### config.mk
export PLATFORM = sky130hd
export DESIGN_NAME = elastic_pipe_flat
export DESIGN_NICKNAME = d
export VERILOG_FILES = /design/src/rtl/upipe_pkg.sv /design/src/rtl/elastic_pipe_if.sv /design/src/rtl/elastic_stage.sv /design/src/rtl/elastic_pipe.sv /design/src/flat_wrapper.sv
export SDC_FILE = /design/constraint.sdc
export NUM_CORES = 1
export LEC_CHECK = 0
export ABC_CLOCK_PERIOD_IN_PS = 5700
export CAP_MARGIN = 20
export CORE_ASPECT_RATIO = 1.25
export CORE_UTILIZATION = 50
export DETAILED_ROUTE_END_ITERATION = 16
export GPL_ROUTABILITY_DRIVEN = 0
export GPL_TIMING_DRIVEN = 1
export PLACE_DENSITY = 0.73
export SLEW_MARGIN = 5
export SYNTH_ARGS = -nofsm -noshare
export SYNTH_HDL_FRONTEND = slang
export SYNTH_SLANG_ARGS = --single-unit
### constraint.sdc
create_clock -name clk -period 5.7 [get_ports clk]
set_input_delay 1.14 -clock clk [delete_from_list [all_inputs] [get_ports clk]]
set_output_delay 1.14 -clock clk [all_outputs]
set_load 0.05 [all_outputs]
### src/rtl/upipe_pkg.sv
// Shared types and helpers for the elastic valid/ready pipeline.
// Provides the hold counter width, the per-stage state record and the occupancy width helper.
package upipe_pkg;

    localparam int unsigned HOLD_W = 4;

    typedef struct packed {
        logic              valid;
        logic [HOLD_W-1:0] hold;
    } stage_state_t;

    // Bits needed to count 0..depth inclusive.
    function automatic int unsigned clog2_p1(input int unsigned depth);
        return $clog2(depth + 1);
    endfunction

endpackage

### src/rtl/elastic_pipe_if.sv
// Valid/ready token channel between elastic pipeline stages and their neighbours.
// The master drives valid and data; the slave drives ready.
interface elastic_pipe_if #(
    parameter int unsigned WIDTH = 32
) ();
    logic             valid;
    logic [WIDTH-1:0] data;
    logic             ready;

    modport master (output valid, output data, input ready);
    modport slave  (input valid, input data, output ready);
endinterface

### src/rtl/elastic_stage.sv
// One elastic stage: valid/hold/data registers, ripeness and its link of the ready chain.
// A stage may take a new token in the same cycle it hands its own ripe token downstream.
module elastic_stage
    import upipe_pkg::*;
#(
    parameter int unsigned WIDTH     = 32,
    parameter int unsigned FUN_DELAY = 0
) (
    input  logic             clk,
    input  logic             rst_n,
    input  logic             i_flush,
    input  logic             i_up_valid,
    input  logic [WIDTH-1:0] i_up_data,
    input  logic             i_dn_acc,
    output logic             o_acc_out,
    output logic             o_ripe,
    output logic [WIDTH-1:0] o_data
);

    stage_state_t     r_state;
    logic [WIDTH-1:0] r_data;
    logic             w_load;
    logic             w_hand;

    assign o_ripe    = r_state.valid & (r_state.hold == '0);
    assign o_acc_out = ~r_state.valid | (o_ripe & i_dn_acc);
    assign w_load    = o_acc_out & i_up_valid;
    assign w_hand    = o_ripe & i_dn_acc;
    assign o_data    = r_data;

    // Flush drops tokens but leaves the data register untouched.
    always_ff @(posedge clk) begin
        if (!rst_n) begin
            r_state <= '0;
            r_data  <= '0;
        end else if (i_flush) begin
            r_state <= '0;
        end else if (w_load) begin
            r_state.valid <= 1'b1;
            r_state.hold  <= HOLD_W'(FUN_DELAY);
            r_data        <= i_up_data;
        end else if (w_hand) begin
            r_state.valid <= 1'b0;
        end else if (r_state.valid && (r_state.hold != '0)) begin
            r_state.hold <= r_state.hold - HOLD_W'(1);
        end
    end

endmodule

### src/rtl/elastic_pipe.sv
// DEPTH-stage elastic valid/ready pipeline with per-stage function delay, go gating,
// synchronous flush and an occupancy counter.
module elastic_pipe
    import upipe_pkg::*;
#(
    parameter int unsigned WIDTH     = 32,
    parameter int unsigned DEPTH     = 4,
    parameter int unsigned FUN_DELAY = 0,
    localparam int unsigned OCC_W    = clog2_p1(DEPTH)
) (
    input  logic             clk,
    input  logic             rst_n,
    input  logic             go_l,
    input  logic             go_r,
    input  logic             flush,
    elastic_pipe_if.slave    in_if,
    elastic_pipe_if.master   out_if,
    output logic [OCC_W-1:0] occupancy
);

    logic             w_acc_last;
    logic             w_in_ready;
    logic             w_in_acc;
    logic             w_out_valid;
    logic             w_out_acc;
    logic [OCC_W-1:0] r_occ;

    // Stage chain; acceptance ripples right to left, tokens move left to right.
    for (genvar i = 0; i < DEPTH; i++) begin : g_stage
        logic             w_up_valid;
        logic [WIDTH-1:0] w_up_data;
        logic             w_dn_acc;
        logic             w_acc;
        logic             w_ripe;
        logic [WIDTH-1:0] w_data;

        if (i == 0) begin : g_head
            assign w_up_valid = w_in_acc;
            assign w_up_data  = in_if.data;
        end else begin : g_body
            assign w_up_valid = g_stage[i-1].w_ripe;
            assign w_up_data  = g_stage[i-1].w_data;
        end

        if (i == DEPTH - 1) begin : g_tail
            assign w_dn_acc = w_acc_last;
        end else begin : g_link
            assign w_dn_acc = g_stage[i+1].w_acc;
        end

        elastic_stage #(
            .WIDTH     (WIDTH),
            .FUN_DELAY (FUN_DELAY)
        ) u_stage (
            .clk        (clk),
            .rst_n      (rst_n),
            .i_flush    (flush),
            .i_up_valid (w_up_valid),
            .i_up_data  (w_up_data),
            .i_dn_acc   (w_dn_acc),
            .o_acc_out  (w_acc),
            .o_ripe     (w_ripe),
            .o_data     (w_data)
        );
    end

    assign w_acc_last  = out_if.ready & go_r;
    assign w_in_ready  = g_stage[0].w_acc & go_l & rst_n & ~flush;
    assign w_in_acc    = in_if.valid & w_in_ready;
    // Reset masks the output so a mid-run reset never shows a token.
    assign w_out_valid = g_stage[DEPTH-1].w_ripe & go_r & rst_n;
    assign w_out_acc   = w_out_valid & out_if.ready;

    assign in_if.ready  = w_in_ready;
    assign out_if.valid = w_out_valid;
    assign out_if.data  = g_stage[DEPTH-1].w_data;
    assign occupancy    = r_occ;

    always_ff @(posedge clk) begin
        if (!rst_n || flush) begin
            r_occ <= '0;
        end else if (w_in_acc && !w_out_acc) begin
            r_occ <= r_occ + OCC_W'(1);
        end else if (!w_in_acc && w_out_acc) begin
            r_occ <= r_occ - OCC_W'(1);
        end
    end

endmodule

### src/flat_wrapper.sv
// flat-port wrapper written by rule: the top's interface ports become plain ports
module elastic_pipe_flat import upipe_pkg::*;
#(
    parameter int unsigned WIDTH     = 32,
    parameter int unsigned DEPTH     = 4,
    parameter int unsigned FUN_DELAY = 0,
    localparam int unsigned OCC_W    = clog2_p1(DEPTH)
)
  (clk, rst_n, go_l, go_r, flush, occupancy, in_if_valid, in_if_data, in_if_ready, out_if_valid, out_if_data, out_if_ready);
  elastic_pipe_if #(.WIDTH(WIDTH)) in_if_i ();
  elastic_pipe_if #(.WIDTH(WIDTH)) out_if_i ();
  input  logic clk;
  input  logic rst_n;
  input  logic go_l;
  input  logic go_r;
  input  logic flush;
  output logic [OCC_W-1:0] occupancy;
  input wire logic [$bits(in_if_i.valid)-1:0] in_if_valid;
  input wire logic [$bits(in_if_i.data)-1:0] in_if_data;
  output wire logic [$bits(in_if_i.ready)-1:0] in_if_ready;
  output wire logic [$bits(out_if_i.valid)-1:0] out_if_valid;
  output wire logic [$bits(out_if_i.data)-1:0] out_if_data;
  input wire logic [$bits(out_if_i.ready)-1:0] out_if_ready;
  assign in_if_i.valid = in_if_valid;
  assign in_if_i.data = in_if_data;
  assign in_if_ready = in_if_i.ready;
  assign out_if_valid = out_if_i.valid;
  assign out_if_data = out_if_i.data;
  assign out_if_i.ready = out_if_ready;
  elastic_pipe #(.WIDTH(WIDTH), .DEPTH(DEPTH), .FUN_DELAY(FUN_DELAY)) u_core (.clk(clk), .rst_n(rst_n), .go_l(go_l), .go_r(go_r), .flush(flush), .in_if(in_if_i), .out_if(out_if_i), .occupancy(occupancy));
endmodule
==> metrics, run 1 <==
Clock H-tree levels=4; Slowest-stage cell, CP=clkdlybuf4s50_1; Cell variety after synth=42; RSZ-0062 raised after global routing=no; die area=12570 sq um; CP startpoint kind=input port; drt total wl=between 10 and 15 mm; slowest cell delay on critical path=around 0.82 ns; Overflow after GRT=0; Sw Share=0.2162; TritonRoute pass-1 iters=5; fin crit share=0.7876; CP max FO=3; Worst Setup End Kind=output pin; Fin Setup TNS=0 ns; Antenna Nets Post-Route=0; Die W=around 100 microns; DR vias/cell=5.319; ranking of synthesized cells by area=dfxtp_1 (50%), nand2_1 (11%), a21oi_1 (6.1%), mux2i_1 (5.6%), o211ai_1 (3.8%); Nets=roughly 820; max_slew headroom=0.3625; Layout fillers=slightly below 1000; syn nets=about 760; cts hold-fix bufs=0; Yosys Warn Count=0; Core Rows=44; CTS tree=built; number of synthesized flops with an enable pin=0; DRC viols=0; Synth top area share=0.4986; Initial Util=0.5171; Num CTS Buffers=17; PortBufs=75; Synth Cell Area=roughly 6100 sq um; WS Path Type=input port to output pin; Worst-path clk slew=approximately 0.06 ns; Clk Latency, worst-skew pair=0.42 ns; Die Span Y=125.1 microns; CTS root buf=clkbuf_16; wire per inst=around 14 microns; sequential power share=0.471; Comb pwr share=0.045; f_max=around 0.22 GHz; Overall Global Routing Usage=0.2215; post-CTS setup repair buffer count=0; Total Power=0.002273 W; area occupied by multi-input gates=~2700 sq um; min cycle time layout=around 4.5 ns; LEAKAGE=2.393 nW; max-cap violations=0; Required @ worst endpoint=4.56 ns; Synth Register Bits=roughly 150; HP Class=register to register; via count=about 5000; post-cts resize count=0; Final HPWL DP=8.417 mm; Core Box Area=roughly 12000 sq um; IO Count=between 70 and 80; pre-CTS setup slack=around 1.2 ns; final count of hold timing violations=0; Max Buffers Root-to-Sink=2; cells after synthesis=roughly 720; largest net degree at the start of global routing=100; Initial DRC Count=around 320; number of global-route vias before repair=about 5000; average size of a mapped cell=about 8.5 sq um; first-pass GRT wire length=between 20 and 25 mm; layout cell share with drive strength beyond 1=0.07069; CP Cell Sequence=clkdlybuf4s50_1, and4bb_1, a21oi_1, or3_1, a21oi_1, clkdlybuf4s50_1; Worst Tran Pin Value=between 0.9 and 1 ns; most used flip-flop cell after synthesis=dfxtp_1; Synth area leader=dfxtp_1; Worst Path Arrival=about 3.4 ns; Power Density=a little over 300 nW/um^2; Sink Count=between 150 and 200; Synth async-reset ratio=0; Max IR drop VDD=208.5 uV; endpoints failing setup=0; Final WS setup=approximately 1.2 ns; Seq/Total Area, Yosys=0.4986; clk_skew=a little over 0.009 ns; Synth-to-Final Area Change=22.97%; Slew Viols, Final=0; net switching power=around 0.0005 W; status=completed; cell internal pwr=~0.0018 W; initial antenna violation count=0; clock power share=0.484; Diodes inserted=0; Reg area=~3000 sq um
area by class of cell:
class                           count  share of cell area
Multi-Input combinational cell    497              0.3655
Clock inverter                     10             0.01645
Timing Repair Buffer               86              0.1160
Clock buffer                       21             0.06310
Tap cell                          161             0.02702
Sequential cell                   151              0.4054
Inverter                           13            0.006545
path summary, 6_finish.rpt:
path / from / endpoint / slack, ns / cells after the start
worst max-delay path: go_r / in_if_ready / 1.21 / 6
worst min-delay path: u_core.g_stage[2].u_stage.o_data[26] / u_core.g_stage[3].u_stage.o_data[26] / 0.45 / 2
worst max register to register: u_core.g_stage[1].u_stage.r_state[0] / u_core.occupancy[2] / 2.86 / 12
worst min register to register: u_core.g_stage[2].u_stage.o_data[26] / u_core.g_stage[3].u_stage.o_data[26] / 0.45 / 2
metrics by stage:
stage          cell area (sq um)    util  cells  hold WS [ns]
2_1_floorplan               6063       -    715        0.4322
3_3_place_gp                6804  0.5802    905        0.4395
3_5_place_dp                6804  0.5802    905        0.4437
4_1_cts                     7397  0.6308    936        0.4508
5_1_grt                     7456  0.6358    939        0.4613
6_report                    7456  0.6358    939        0.4505
flip-flops by register name (all words and copies together), names as in the netlist:
register / cells
u_core.g_stage.u_stage.r_state: 20
u_core.occupancy: 3
u_core.g_stage.u_stage.o_data: 128
cells in the final DEF (no fill, tap or decap), types with 7 or more instances in the layout:
cell / count
a21oi_1: 74
buf_4: 8
clkbuf_16: 17
clkdlybuf4s50_1: 74
dfxtp_1: 151
ha_1: 9
inv_1: 10
mux2i_1: 34
nand2_1: 178
nand3_1: 39
nor2_1: 21
o211ai_1: 31
o21ai_0: 36
o21ai_1: 26
xnor2_1: 7
cells in the mapped netlist (2+ instances only):
master / instances
nand3_1: 39
a21oi_1: 74
o21ai_1: 26
xor2_1: 5
nand2_1: 178
xnor2_1: 7
ha_1: 9
buf_2: 12
buf_1: 3
and3_1: 4
a211oi_1: 3
o21ai_2: 4
o211ai_1: 31
clkinv_1: 2
inv_1: 10
clkbuf_2: 2
nor4_1: 2
nor3_1: 5
dfxtp_1: 151
a21boi_0: 2
or3_1: 2
o21ai_0: 36
buf_6: 7
clkbuf_1: 30
mux2i_1: 34
nor2_1: 21
critical path: cells and delay by family:
family                 cells  cell delay, ns
AOI/OAI and AO/OA          2            0.31
buffers and inverters      2            1.27
and+or+nand+nor            2            0.64
power groups by stage:
stage               clock network, W  logic (W)  registers (W)
floorplan                          0  0.0000589        0.00109
global placement                   0  0.0000979        0.00109
detailed placement                 0  0.0000994        0.00109
CTS                          0.00112   0.000100        0.00107
global route                 0.00117   0.000111        0.00107
finish                       0.00110   0.000101        0.00107
kinds of logic after synthesis:
kind of cell,count (synthesis),share of synthesized area
and+or+nand+nor,260,0.1826
AOI/OAI and AO/OA,181,0.1704
DFF,151,0.4986
buffers and inverters,67,0.05304
muxes,34,0.05613
xor gates and xnor gates,12,0.01733
adders and majority gates,10,0.02187
metal layers:
metal  global-route usage  share of wire  wire length, microns
met1               0.2840           0.47                  6086
met2               0.3602           0.47                  6099
met3              0.04751          0.049                   639
met4              0.09037          0.016                   205
met5                    0              0                     0
No activity file was read; power rests on OpenSTA's default activity.
==> run 2, diff against run 1 <==
ABC_CLOCK_PERIOD_IN_PS = 3800   (was 5700)
PLACE_DENSITY = 0.76   (was 0.73)
clock period = 3.8 ns   (was 5.7 ns; I/O delays follow)
==> run 2 against run 1 <==
  * Hold slack got worse by 0.0013 ns
  * Clock power rose by 56%
  * Sequential share of layout area fell by 0.082 points
  * First-iteration DRC count rose by 16%
  * Final area rose by 0.20%
  * Sequential power rose by 50%
  * Die area did not move
  * Routed wire length rose by 2.0%
  * Register-to-register slack got worse by 1.9 ns
  * Count of clock-buffer cells in the layout rose by 3
  * Largest power group unchanged
==> metrics, run 2 (synthesis results as in run 1) <==
Overflow after GRT=0; Antenna Nets Post-Route=0; Hold Path Sink=u_core.g_stage[3].u_stage.o_data[4]; Overall Global Routing Usage=0.2238; final count of hold timing violations=0; met1 Track Usage GR=0.2914; drt total wl=between 10 and 15 mm; clock power share=0.493; CTS tree=built; Comb pwr share=0.045; Min-Delay Path Depth=2; HP Class=register to register; Max Buffers Root-to-Sink=2; Nets=between 800 and 900; RSZ-0062 raised after global routing=no; Synth-to-Final Area Change=23.22%; layout cell share with drive strength beyond 1=0.07189; first-pass GRT wire length=between 20 and 25 mm; Clock H-tree levels=4; Slew Viols, Final=0; DRC viols=0; initial antenna violation count=0; IO Count=between 70 and 80; TritonRoute pass-1 iters=5; GRT met3 Usage=0.05757; CTS root buf=clkbuf_16; status=completed; PortBufs=75; Fin Hold WS=0.4492 ns; max_slew headroom=0.3409; die area=around 13000 sq um; Die W=approximately 100 microns; Num CTS Buffers=17; Clk Latency, worst-skew pair=about 0.41 ns; sequential power share=0.462; min-delay src=u_core.g_stage[2].u_stage.o_data[4]; Core Box Area=11730 sq um; CP startpoint kind=input port; max-cap violations=0; Initial DRC Count=375; Sw Share=0.2075; Fin Setup TNS=0 ns; Initial Util=0.5171; fin crit share=0.8324; Worst Setup End Kind=output pin; Required @ worst endpoint=~3.0 ns; RR Endpoint=u_core.occupancy[2]; max reg flops=approximately 130; Worst Tran Pin Value=roughly 0.99 ns; FF-to-FF path depth=12; Final HPWL DP=~8.4 mm; Placed Cells incl. Taps=between 900 and 1000; commonest non-fill, non-tap cell in the layout=nand2_1; LEAKAGE=2.429 nW; largest net degree at the start of global routing=about 100; Sink Count=between 150 and 200; global route hottest layer=met2; Post-Layout Cell Count=940; number of global-route vias before repair=roughly 4700; Worst R2R Start=u_core.g_stage[1].u_stage.r_state[0]; Total Power=about 0.0035 W; most frequent cells in the layout=nand2_1 (178), dfxtp_1 (151), a21oi_1 (74); net switching power=0.0007219 W; cts hold-fix bufs=0; DR vias/cell=around 5.4; Max IR drop VDD=approximately 370 uV; min cycle time layout=between 3 and 4 ns; Worst-path clk slew=approximately 0.060 ns; Reg2Reg Setup Slack=0.95 ns; post-cts resize count=0; WS Path Type=input port to output pin; endpoints failing setup=0; clk_skew=about 0.011 ns; Power Density=465.7 nW/um^2; cell internal pwr=about 0.0028 W; post-CTS setup repair buffer count=0; via count=5088; wire per inst=~14 microns; f_max=~0.32 GHz; Core Rows=between 40 and 50; met2 usage=0.3598; CP max FO=3; Die Span Y=about 130 microns; Diodes inserted=0; Worst Path Arrival=roughly 2.4 ns
-- run 2: worst max path at each step --
stage | start | endpoint | slack, ns
floorplan | go_r | in_if_ready | 0.53
global placement | go_r | in_if_ready | 0.61
detailed placement | flush | u_core.occupancy[2] | 0.47
CTS | go_r | in_if_ready | 0.62
global route | go_r | in_if_ready | 0.52
finish | go_r | in_if_ready | 0.64
-- run 2: through the flow --
step	area, sq um	setup slack (ns)	util
2_1_floorplan	6063	0.5267	-
3_3_place_gp	6827	0.6116	0.5822
3_5_place_dp	6827	0.4740	0.5822
4_1_cts	7436	0.6196	0.6341
5_1_grt	7471	0.5190	0.6371
6_report	7471	0.6368	0.6371
-- run 2: final cells by class --
class,count,area (sq um)
inverter,13,48.80
clock buffer,24,491.7
timing repair buffer,87,863.3
multi-input combinational,497,2725
fill,954,4255
sequential,151,3023
tap,161,201.4
clock inverter,7,117.6
-- run 2: worst max-delay path, stage by stage --
cell             delay (ns)
clkdlybuf4s50_1        0.45
and4bb_1               0.23
a21oi_1                0.15
or3_1                  0.39
a21oi_1                0.26
buf_12                 0.17
-- run 2: layer usage --
layer,share of wire,wire [microns],vias to the layer above
met1,0.46,6091,2383
met2,0.48,6357,162
met5,0,0,-
met4,0.012,153,0
li1,-,-,2528
met3,0.052,695,15
-- run 2: power by group through the flow --
stage          Combinational, W  Sequential, W  Clock [W]
3_5_place_dp           0.000153        0.00164          0
6_report               0.000157        0.00161    0.00172
4_1_cts                0.000154        0.00161    0.00173
2_1_floorplan         0.0000884        0.00164          0
3_3_place_gp           0.000149        0.00164          0
5_1_grt                0.000169        0.00161    0.00181
